`config.mk`:
```
export PLATFORM = sky130hd
export DESIGN_NAME = rot_register_bank_flat
export DESIGN_NICKNAME = d
export VERILOG_FILES = /design/src/rtl/rot_register_bank_pkg.sv /design/src/rtl/rot_register_bank_if.sv /design/src/rtl/rot_register_bank_lane.sv /design/src/rtl/rot_register_bank.sv /design/src/flat_wrapper.sv
export SDC_FILE = /design/constraint.sdc
export NUM_CORES = 1
export LEC_CHECK = 0
export ABC_CLOCK_PERIOD_IN_PS = 5800
export CORE_ASPECT_RATIO = 0.6
export CORE_UTILIZATION = 55
export DETAILED_ROUTE_END_ITERATION = 7
export PLACE_DENSITY = 0.73
export SETUP_SLACK_MARGIN = 0.15
export SLEW_MARGIN = 20
export SYNTH_ARGS = -nofsm -noshare
export SYNTH_HDL_FRONTEND = slang
export SYNTH_SLANG_ARGS = --single-unit
```
`constraint.sdc`:
```
create_clock -name clk -period 5.8 [get_ports clk]
set_clock_uncertainty 0.05 [all_clocks]
set_input_delay 1.16 -clock clk [delete_from_list [all_inputs] [get_ports clk]]
set_output_delay 1.16 -clock clk [all_outputs]
set_load 0.02 [all_outputs]
```
`src/rtl/rot_register_bank_pkg.sv`:
```
// Shared widths and head-pointer operation codes for the multi-lane circular register bank.
package rot_register_bank_pkg;

  function automatic int pw_of(input int depth);
    return (depth > 1) ? $clog2(depth) : 1;
  endfunction

  // A single lane still needs a one-bit select so the ports keep a legal width.
  function automatic int cw_of(input int channels);
    return (channels > 1) ? $clog2(channels) : 1;
  endfunction

  typedef enum logic [1:0] {
    HEAD_HOLD,
    HEAD_STEP,
    HEAD_ZERO
  } head_op_e;

endpackage

```
`src/rtl/rot_register_bank_if.sv`:
```
// Control, write, readback and stream signals of the register bank, grouped as one bus.
interface rot_register_bank_if
  import rot_register_bank_pkg::*;
#(
  parameter int WIDTH    = 4,
  parameter int DEPTH    = 8,
  parameter int CHANNELS = 2
) ();
  localparam int PW = pw_of(DEPTH);
  localparam int CW = cw_of(CHANNELS);

  logic                      advance;
  logic                      realign;
  logic                      clear;
  logic                      wr_en;
  logic [CW-1:0]             wr_chan;
  logic [PW-1:0]             wr_addr;
  logic [WIDTH-1:0]          wr_data;
  logic [CW-1:0]             rd_chan;
  logic [PW-1:0]             rd_addr;
  logic [WIDTH-1:0]          rd_data;
  logic [CHANNELS*WIDTH-1:0] data_out;
  logic [PW-1:0]             head_idx;
  logic                      wrap;

  modport master (
    output advance, realign, clear, wr_en, wr_chan, wr_addr, wr_data, rd_chan, rd_addr,
    input  rd_data, data_out, head_idx, wrap
  );

  modport slave (
    input  advance, realign, clear, wr_en, wr_chan, wr_addr, wr_data, rd_chan, rd_addr,
    output rd_data, data_out, head_idx, wrap
  );

endinterface

```
`src/rtl/rot_register_bank_lane.sv`:
```
// One lane of slot storage: write decode, clear, head-slot mux and readback mux.
module rot_register_bank_lane
  import rot_register_bank_pkg::*;
#(
  parameter int WIDTH = 4,
  parameter int DEPTH = 8
) (
  input  logic                   clk,
  input  logic                   rst_n,
  input  logic                   clear,
  input  logic                   wr_en,
  input  logic [pw_of(DEPTH)-1:0] wr_addr,
  input  logic [WIDTH-1:0]       wr_data,
  input  logic [pw_of(DEPTH)-1:0] head_idx,
  input  logic [pw_of(DEPTH)-1:0] rd_addr,
  output logic [WIDTH-1:0]       head_data,
  output logic [WIDTH-1:0]       rd_data
);

  logic [WIDTH-1:0] slot [DEPTH];

  // Decoding by comparison drops writes to addresses past DEPTH-1 when DEPTH is not a power of two.
  always_ff @(posedge clk) begin
    if (!rst_n || clear) begin
      for (int i = 0; i < DEPTH; i++) slot[i] <= '0;
    end else if (wr_en) begin
      for (int i = 0; i < DEPTH; i++) begin
        if (int'(wr_addr) == i) slot[i] <= wr_data;
      end
    end
  end

  always_comb begin
    head_data = '0;
    rd_data   = '0;
    for (int i = 0; i < DEPTH; i++) begin
      if (int'(head_idx) == i) head_data = slot[i];
      if (int'(rd_addr) == i)  rd_data   = slot[i];
    end
  end

endmodule

```
`src/rtl/rot_register_bank.sv`:
```
// Multi-lane circular register bank: shared head pointer and wrap pulse over per-lane slot storage.
module rot_register_bank
  import rot_register_bank_pkg::*;
#(
  parameter int WIDTH    = 4,
  parameter int DEPTH    = 8,
  parameter int CHANNELS = 2
) (
  input logic                clk,
  input logic                rst_n,
  rot_register_bank_if.slave bus
);
  localparam int PW = pw_of(DEPTH);

  head_op_e                  head_op;
  logic [PW-1:0]             head_idx_q;
  logic [PW-1:0]             head_next;
  logic                      wrap_q;
  logic                      at_last;
  logic [WIDTH-1:0]          lane_head [CHANNELS];
  logic [WIDTH-1:0]          lane_rd   [CHANNELS];
  logic [CHANNELS*WIDTH-1:0] data_out_w;
  logic [WIDTH-1:0]          rd_data_w;

  assign at_last = (int'(head_idx_q) == DEPTH - 1);

  // Clear and realign both zero the head and outrank advance.
  always_comb begin
    head_op = HEAD_HOLD;
    if (bus.clear || bus.realign) head_op = HEAD_ZERO;
    else if (bus.advance)         head_op = HEAD_STEP;
  end

  always_comb begin
    head_next = head_idx_q;
    case (head_op)
      HEAD_ZERO: head_next = '0;
      HEAD_STEP: head_next = at_last ? '0 : head_idx_q + PW'(1);
      default:   head_next = head_idx_q;
    endcase
  end

  // Head pointer and wrap register stage.
  always_ff @(posedge clk) begin
    if (!rst_n) begin
      head_idx_q <= '0;
      wrap_q     <= 1'b0;
    end else begin
      head_idx_q <= head_next;
      wrap_q     <= (head_op == HEAD_STEP) && at_last;
    end
  end

  for (genvar c = 0; c < CHANNELS; c++) begin : g_lane
    logic lane_wr;
    assign lane_wr = bus.wr_en && !bus.clear && (int'(bus.wr_chan) == c);

    rot_register_bank_lane #(
      .WIDTH (WIDTH),
      .DEPTH (DEPTH)
    ) u_lane (
      .clk       (clk),
      .rst_n     (rst_n),
      .clear     (bus.clear),
      .wr_en     (lane_wr),
      .wr_addr   (bus.wr_addr),
      .wr_data   (bus.wr_data),
      .head_idx  (head_idx_q),
      .rd_addr   (bus.rd_addr),
      .head_data (lane_head[c]),
      .rd_data   (lane_rd[c])
    );

    assign data_out_w[c*WIDTH +: WIDTH] = lane_head[c];
  end

  // An out-of-range lane select falls through to zero.
  always_comb begin
    rd_data_w = '0;
    for (int c = 0; c < CHANNELS; c++) begin
      if (int'(bus.rd_chan) == c) rd_data_w = lane_rd[c];
    end
  end

  assign bus.rd_data  = rd_data_w;
  assign bus.data_out = data_out_w;
  assign bus.head_idx = head_idx_q;
  assign bus.wrap     = wrap_q;

endmodule

```
`src/flat_wrapper.sv`:
```
// flat-port wrapper written by rule: the top's interface ports become plain ports
module rot_register_bank_flat import rot_register_bank_pkg::*;
#(
  parameter int WIDTH    = 4,
  parameter int DEPTH    = 8,
  parameter int CHANNELS = 2
)
  (clk, rst_n, bus_advance, bus_realign, bus_clear, bus_wr_en, bus_wr_chan, bus_wr_addr, bus_wr_data, bus_rd_chan, bus_rd_addr, bus_rd_data, bus_data_out, bus_head_idx, bus_wrap);
  rot_register_bank_if #(.WIDTH(WIDTH), .DEPTH(DEPTH), .CHANNELS(CHANNELS)) bus_i ();
  input logic clk;
  input logic rst_n;
  input wire logic [$bits(bus_i.advance)-1:0] bus_advance;
  input wire logic [$bits(bus_i.realign)-1:0] bus_realign;
  input wire logic [$bits(bus_i.clear)-1:0] bus_clear;
  input wire logic [$bits(bus_i.wr_en)-1:0] bus_wr_en;
  input wire logic [$bits(bus_i.wr_chan)-1:0] bus_wr_chan;
  input wire logic [$bits(bus_i.wr_addr)-1:0] bus_wr_addr;
  input wire logic [$bits(bus_i.wr_data)-1:0] bus_wr_data;
  input wire logic [$bits(bus_i.rd_chan)-1:0] bus_rd_chan;
  input wire logic [$bits(bus_i.rd_addr)-1:0] bus_rd_addr;
  output wire logic [$bits(bus_i.rd_data)-1:0] bus_rd_data;
  output wire logic [$bits(bus_i.data_out)-1:0] bus_data_out;
  output wire logic [$bits(bus_i.head_idx)-1:0] bus_head_idx;
  output wire logic [$bits(bus_i.wrap)-1:0] bus_wrap;
  assign bus_i.advance = bus_advance;
  assign bus_i.realign = bus_realign;
  assign bus_i.clear = bus_clear;
  assign bus_i.wr_en = bus_wr_en;
  assign bus_i.wr_chan = bus_wr_chan;
  assign bus_i.wr_addr = bus_wr_addr;
  assign bus_i.wr_data = bus_wr_data;
  assign bus_i.rd_chan = bus_rd_chan;
  assign bus_i.rd_addr = bus_rd_addr;
  assign bus_rd_data = bus_i.rd_data;
  assign bus_data_out = bus_i.data_out;
  assign bus_head_idx = bus_i.head_idx;
  assign bus_wrap = bus_i.wrap;
  rot_register_bank #(.WIDTH(WIDTH), .DEPTH(DEPTH), .CHANNELS(CHANNELS)) u_core (.clk(clk), .rst_n(rst_n), .bus(bus_i));
endmodule
```
# After elaboration in Yosys (flattened, before gate mapping)
# Memory sizes are Yosys's and may differ from the RTL's.
# Cells that the tools add are included.
# W data, S select, Z words.
op_classes:
  bitwise_logic: 17
  mux: 111
  reduce_logical: 12
  n_eq_ne: 23
  add_sub_neg: 1
op_table:
  columns: ["op", "n"]
  rows:
  - ["$mux W4", 49]
  - ["$mux W1", 59]
  - ["$eq A3 B3 Y1 const B", 12]
  - ["$eq A3 B2 Y1 const B", 6]
  - ["$or A1 B1 Y1", 16]
  - ["$eq A3 B1 Y1 const B", 3]
  - ["$logic_not A3 Y1", 3]
  - ["$pmux W3 S2", 1]
  - ["$logic_and A1 B1 Y1", 4]
  - ["$add A3 B1 Y3 const B", 1]
  - ["$mux W3", 1]
  - ["$eq A2 B1 Y1 const B", 1]
  - ["$eq A2 B2 Y1 const B", 1]
  - ["$logic_not A1 Y1", 2]
  - ["$logic_or A1 B1 Y1", 2]
  - ["$mux W2", 1]
  - ["$reduce_bool A2 Y1", 1]
  - ["$not A1 Y1", 1]
totals:
  wordCells: 168
  ramBits: 64
  output_inout_bits: 16
  memories: 2
  ff_bits: 4
mem_list:
  columns: ["memory", "words", "width", "read_ports", "rd_clocked_by_memory_dff", "wr", "line", "text"]
  rows:
  - ["u_core.g_lane[0].u_lane.slot", 8, 4, 8, 0, 8, "rot_register_bank_lane.sv:20", "logic [WIDTH-1:0] slot [DEPTH];"]
  - ["u_core.g_lane[1].u_lane.slot", 8, 4, 8, 0, 8, "rot_register_bank_lane.sv:20", null]

# Depth between registers and ports, before layout
# Gate-level depths: netlist of run 1.
logic_depth:
  ltp_word: 10
  mapped_depth: 9

# Hierarchy
# A second synthesis of run 1 with hierarchy kept.
hier_totals:
  hier_cells: 304
  hier_area_um2: 3742.3
modules_own_cells:
  columns: ["module", "seq_area_each_um2", "cells_per_inst", "instances", "area_per_inst_um2"]
  rows:
  - ["rot_register_bank_lane", 960.9, 141, 2, 1754.2]
  - ["rot_register_bank", 80.1, 22, 1, 234.0]

# Worst setup path before layout of run 1
# OpenSTA, ideal clock, no wires.
synth_timing:
  path_kind: "input-to-output"
  from: "in bus_rd_addr[1]"
  to: "out bus_rd_data[0]"
  n_path_buf: 1
  stages: 5
  required_ns: 4.590
  arrival_time_ns: 2.384
  path_slack_ns: 2.206
  cell_sequence: "buf_6 nor3b_4 a22o_1 a211oi_1 o32ai_1"
synth_via:
  elab_chain_len: 10
  elab_cells_between_ends: 25
synth_lines:
  columns: ["item", "line", "text"]
  rows:
  - ["start: declaration", "flat_wrapper.sv:20", "input wire logic [$bits(bus_i.rd_addr)-1:0] bus_rd_addr;"]
  - ["$logic_not A3 Y1", "rot_register_bank_lane.sv:38", "if (int'(rd_addr) == i) rd_data = slot[i];"]
  - ["$mux W4 (8 in series)", "rot_register_bank_lane.sv:38", null]
  - ["$mux W4 (*)", "rot_register_bank.sv:81", "if (int'(bus.rd_chan) == c) rd_data_w = lane_rd[c];"]
  - ["end: declaration", "flat_wrapper.sv:21", "output wire logic [$bits(bus_i.rd_data)-1:0] bus_rd_data;"]
# Mark *: on every way between the ends. The rest lies on a longest branch, timed or not.

# Worst setup path after layout of run 1
layout_timing:
  from: "in bus_rd_addr[0]"
  to: "out bus_rd_data[2]"
# Same word-level chain as after synthesis.

==> results of run 1 <==
==> power by group <==
part           switching [uW]  internal (uW)  total, uW
registers                25.7            567        592
logic                    81.1           57.8        139
clock network             210            334        544
total                     317            959       1280
==> final cells by class <==
type,count,share of cell area (%)
clock buffer,9,5.01
clock inverter,7,1.67
inverter,25,2.12
multi-input combinational,287,36.4
sequential,68,44.6
tap,87,2.42
timing repair buffer,36,7.86
==> metrics by stage <==
stage	util [%]	total power, uW	worst slack (ns)
after floorplan	-	675	2.21
after global placement	62.0	735	0.898
after detailed placement	62.0	736	0.843
after CTS	66.4	1270	0.827
after global routing	66.4	1310	0.612
final	66.4	1280	0.753
==> final timing paths <==
path | cells after the start | slack, ns | end | from
min reg2reg | 2 | 0.53 | u_core.bus.head_idx[1] | u_core.bus.head_idx[1]
max | 6 | 0.75 | bus_rd_data[2] | bus_rd_addr[0]
max reg2reg | 3 | 3.98 | u_core.bus.head_idx[2] | u_core.bus.head_idx[2]
min | 2 | 0.53 | u_core.bus.head_idx[1] | u_core.bus.head_idx[1]
==> registers in the layout (all words and copies together) (netlist names) <==
signal	flops
u_core.bus.head_idx	3
u_core.bus.wrap	1
u_core.g_lane.u_lane.slot	64
==> routing by layer <==
layer  vias up  wire length, um  global-route usage (%)
li1       1516                -                       -
met4         0              141                    8.83
met5         -                0                       0
met2       218             4330                    43.5
met3        17             1630                    11.5
met1      1549             4530                    42.7
==> critical path, cell delays in order <==
cell	delay, ns
clkdlybuf4s50_1	0.74
nor2b_1	0.64
a221oi_1	0.20
a311oi_1	0.29
o32a_1	0.19
clkdlybuf4s50_1	0.60
==> kinds of logic (layout without fill, tap and decap cells) <==
| family | after synthesis | count (layout) |
|---|---|---|
| AND/OR/NAND/NOR | 167 | 167 |
| buffers and inverters | 53 | 77 |
| adder cells (fa/ha/maj) | 6 | 6 |
| multiplexers | 9 | 9 |
| AO/OA/AOI/OAI | 105 | 105 |
| flip-flops | 68 | 68 |
==> cells in the mapped netlist, drive strengths merged (2+ instances only) <==
cell,instances,area share (%)
o32ai,3,0.68
nand2b,4,0.64
dfxtp,4,2.1
nor2b,5,0.80
inv,24,2.3
a2111oi,2,0.61
o22ai,13,2.1
ha,6,1.9
buf,20,3.3
a221oi,8,1.8
mux2i,8,2.1
nor3b,5,1.5
nor2,68,6.6
clkbuf,8,0.77
a22o,6,1.4
o21ai,12,1.5
and2,2,0.32
o2bb2ai,6,1.4
a21oi,33,4.2
a31oi,2,0.32
edfxtp,64,49
nor3,5,0.77
nand3b,7,1.4
a211oi,10,1.9
nand2,61,5.9
nand3,6,0.77
==> cells in the final DEF, fill, tap and decap left out, types with 4 or more instances in the layout <==
cell and instances:
nand2_1 61, clkdlybuf4s50_1 33, nand3_1 6, mux2i_1 8, edfxtp_1 64, a211oi_1 10, a21oi_1 33, o22ai_1 13
o21ai_0 10, ha_1 6, inv_1 20, clkbuf_16 9, nor2b_1 5, dfxtp_1 4, nand3b_1 7, a221oi_1 8
nand2b_1 4, nor3_1 4, a22o_1 6, nor2_1 68, inv_2 4, o2bb2ai_1 6
==> results.md, run 1 <==
- Status: finished clean
- Pwr Density: between 200 and 300 mW/mm^2
- Drt first-iter violations: 496
- PostCTS Resize Cnt: 0
- Final net count: about 450
- Initial antenna violation count: 0
- WP data arrival: between 3 and 4 ns
- Number of synthesized register bits: 68
- Fin Setup TNS: 0 ns
- Layout area overhead: 15.5%
- Finished Cell Area: 0.00449 mm^2
- Max cap viols: 0
- Critical Path RT: 4.59 ns
- Antenna fix cells: 0
- Final setup fails: 0
- Post-Synth Adder-Cell Area: ~1.9%
- Area of the multi-input gates: around 0.0016 mm^2
- Global-route wire length before repair: 16.4 mm
- Worst skew pair latency: between 0.3 and 0.4 ns
- Post-CTS setup buffers: 0
- DP Wirelength: between 7 and 8 mm
- FF/Latch Area: 0.00200 mm^2
- Peak supply drop: around 0.00022 V
- H-tree levels: 3
- Worst-Margin Slew: approximately 1.1 ns
- Largest family of logic cells by synthesized area: simple AND/OR/NAND/NOR gates
- HP Class: reg -> reg
- Setup Crit Path Kind: in -> out
- Die W: about 110 um
- Post-Synth XOR/XNOR Area: 0%
- GRT Overall Usage: approximately 30%
- Fillers: 555
- Dpl cells: 503
- Hold Violations, Final: 0
- PortBufs: 33
- Synth Area per Inst: 9.53 um^2
- Vias in the first global route: just under 3000
- Final min period: ~5 ns
- Final slew viol count: 0
- CTS Root Cell: clkbuf_16
- FMAX: 198 MHz
- Synth Area in Compound Gates: 18.1%
- Rows: 23
- Core Footprint: 0.00676 mm^2
- Largest net degree at the start of global routing: 34
- DRT Pass-1 Iters: 7
- Die Height: about 67 um
- Mapped Nets: 432
- Synth Warn #: 0
- Synth async-reset ratio: 0%
- Antenna viol nets, final: 0
- Sequential fraction of the synthesis area: about half
- Clock Path Buffers: 2
- Worst slew margin: roughly 27%
- Placed cell areas: 0.00419 mm^2
- # clock sinks: just under 70
- Vias post-DR: between 3000 and 4000
- CP Max Fanout: 19
- Clk slew on worst S/H paths: 0.06 ns
- Gate Count Post-Synth: ~400
- P_leak: between 0.0015 and 0.002 uW
- Final hold slack: between 0.5 and 0.6 ns
- Fin crit share: between 80% and 90%
- # hold bufs at CTS: 0
- Gpl congestion: 1.01
- Ys flop type: edfxtp_1
- I/O pins: 34
- CP endpoint kind: output pin
- Mapped Area: 0.00389 mm^2
- CTS Buf Count: 9
- Drt via density: around 6.4
- Drt drc: 0
- CTS tree: built
- Multiplexer area fraction after synthesis: roughly 2.3%
- Simple-Gate Fraction of Synth Area: roughly a fifth
- Drt wl/cell: between 20 and 25 um
- Final wirelength: 10.6 mm
- Global route overflow: 0
- Synth cell types: 52
- Initial core utilization: a little under three fifths
- Die area: about 0.0074 mm^2
- Share of layout cells above drive strength 1: around 6.7%
- EDFF count, synth: 64
- Layout Cells excl Fill: between 500 and 600
- RSZ-0062 raised after global routing: false
- Critical Path Source Type: input port
Note: power is estimated with default switching activity, not from simulation.
==> run 2, diff against run 1 <==
- SKIP_CTS_REPAIR_TIMING: unset -> 1
==> results of run 2 <==
No change in the layout: final DEF, timing and power equal those of run 1.
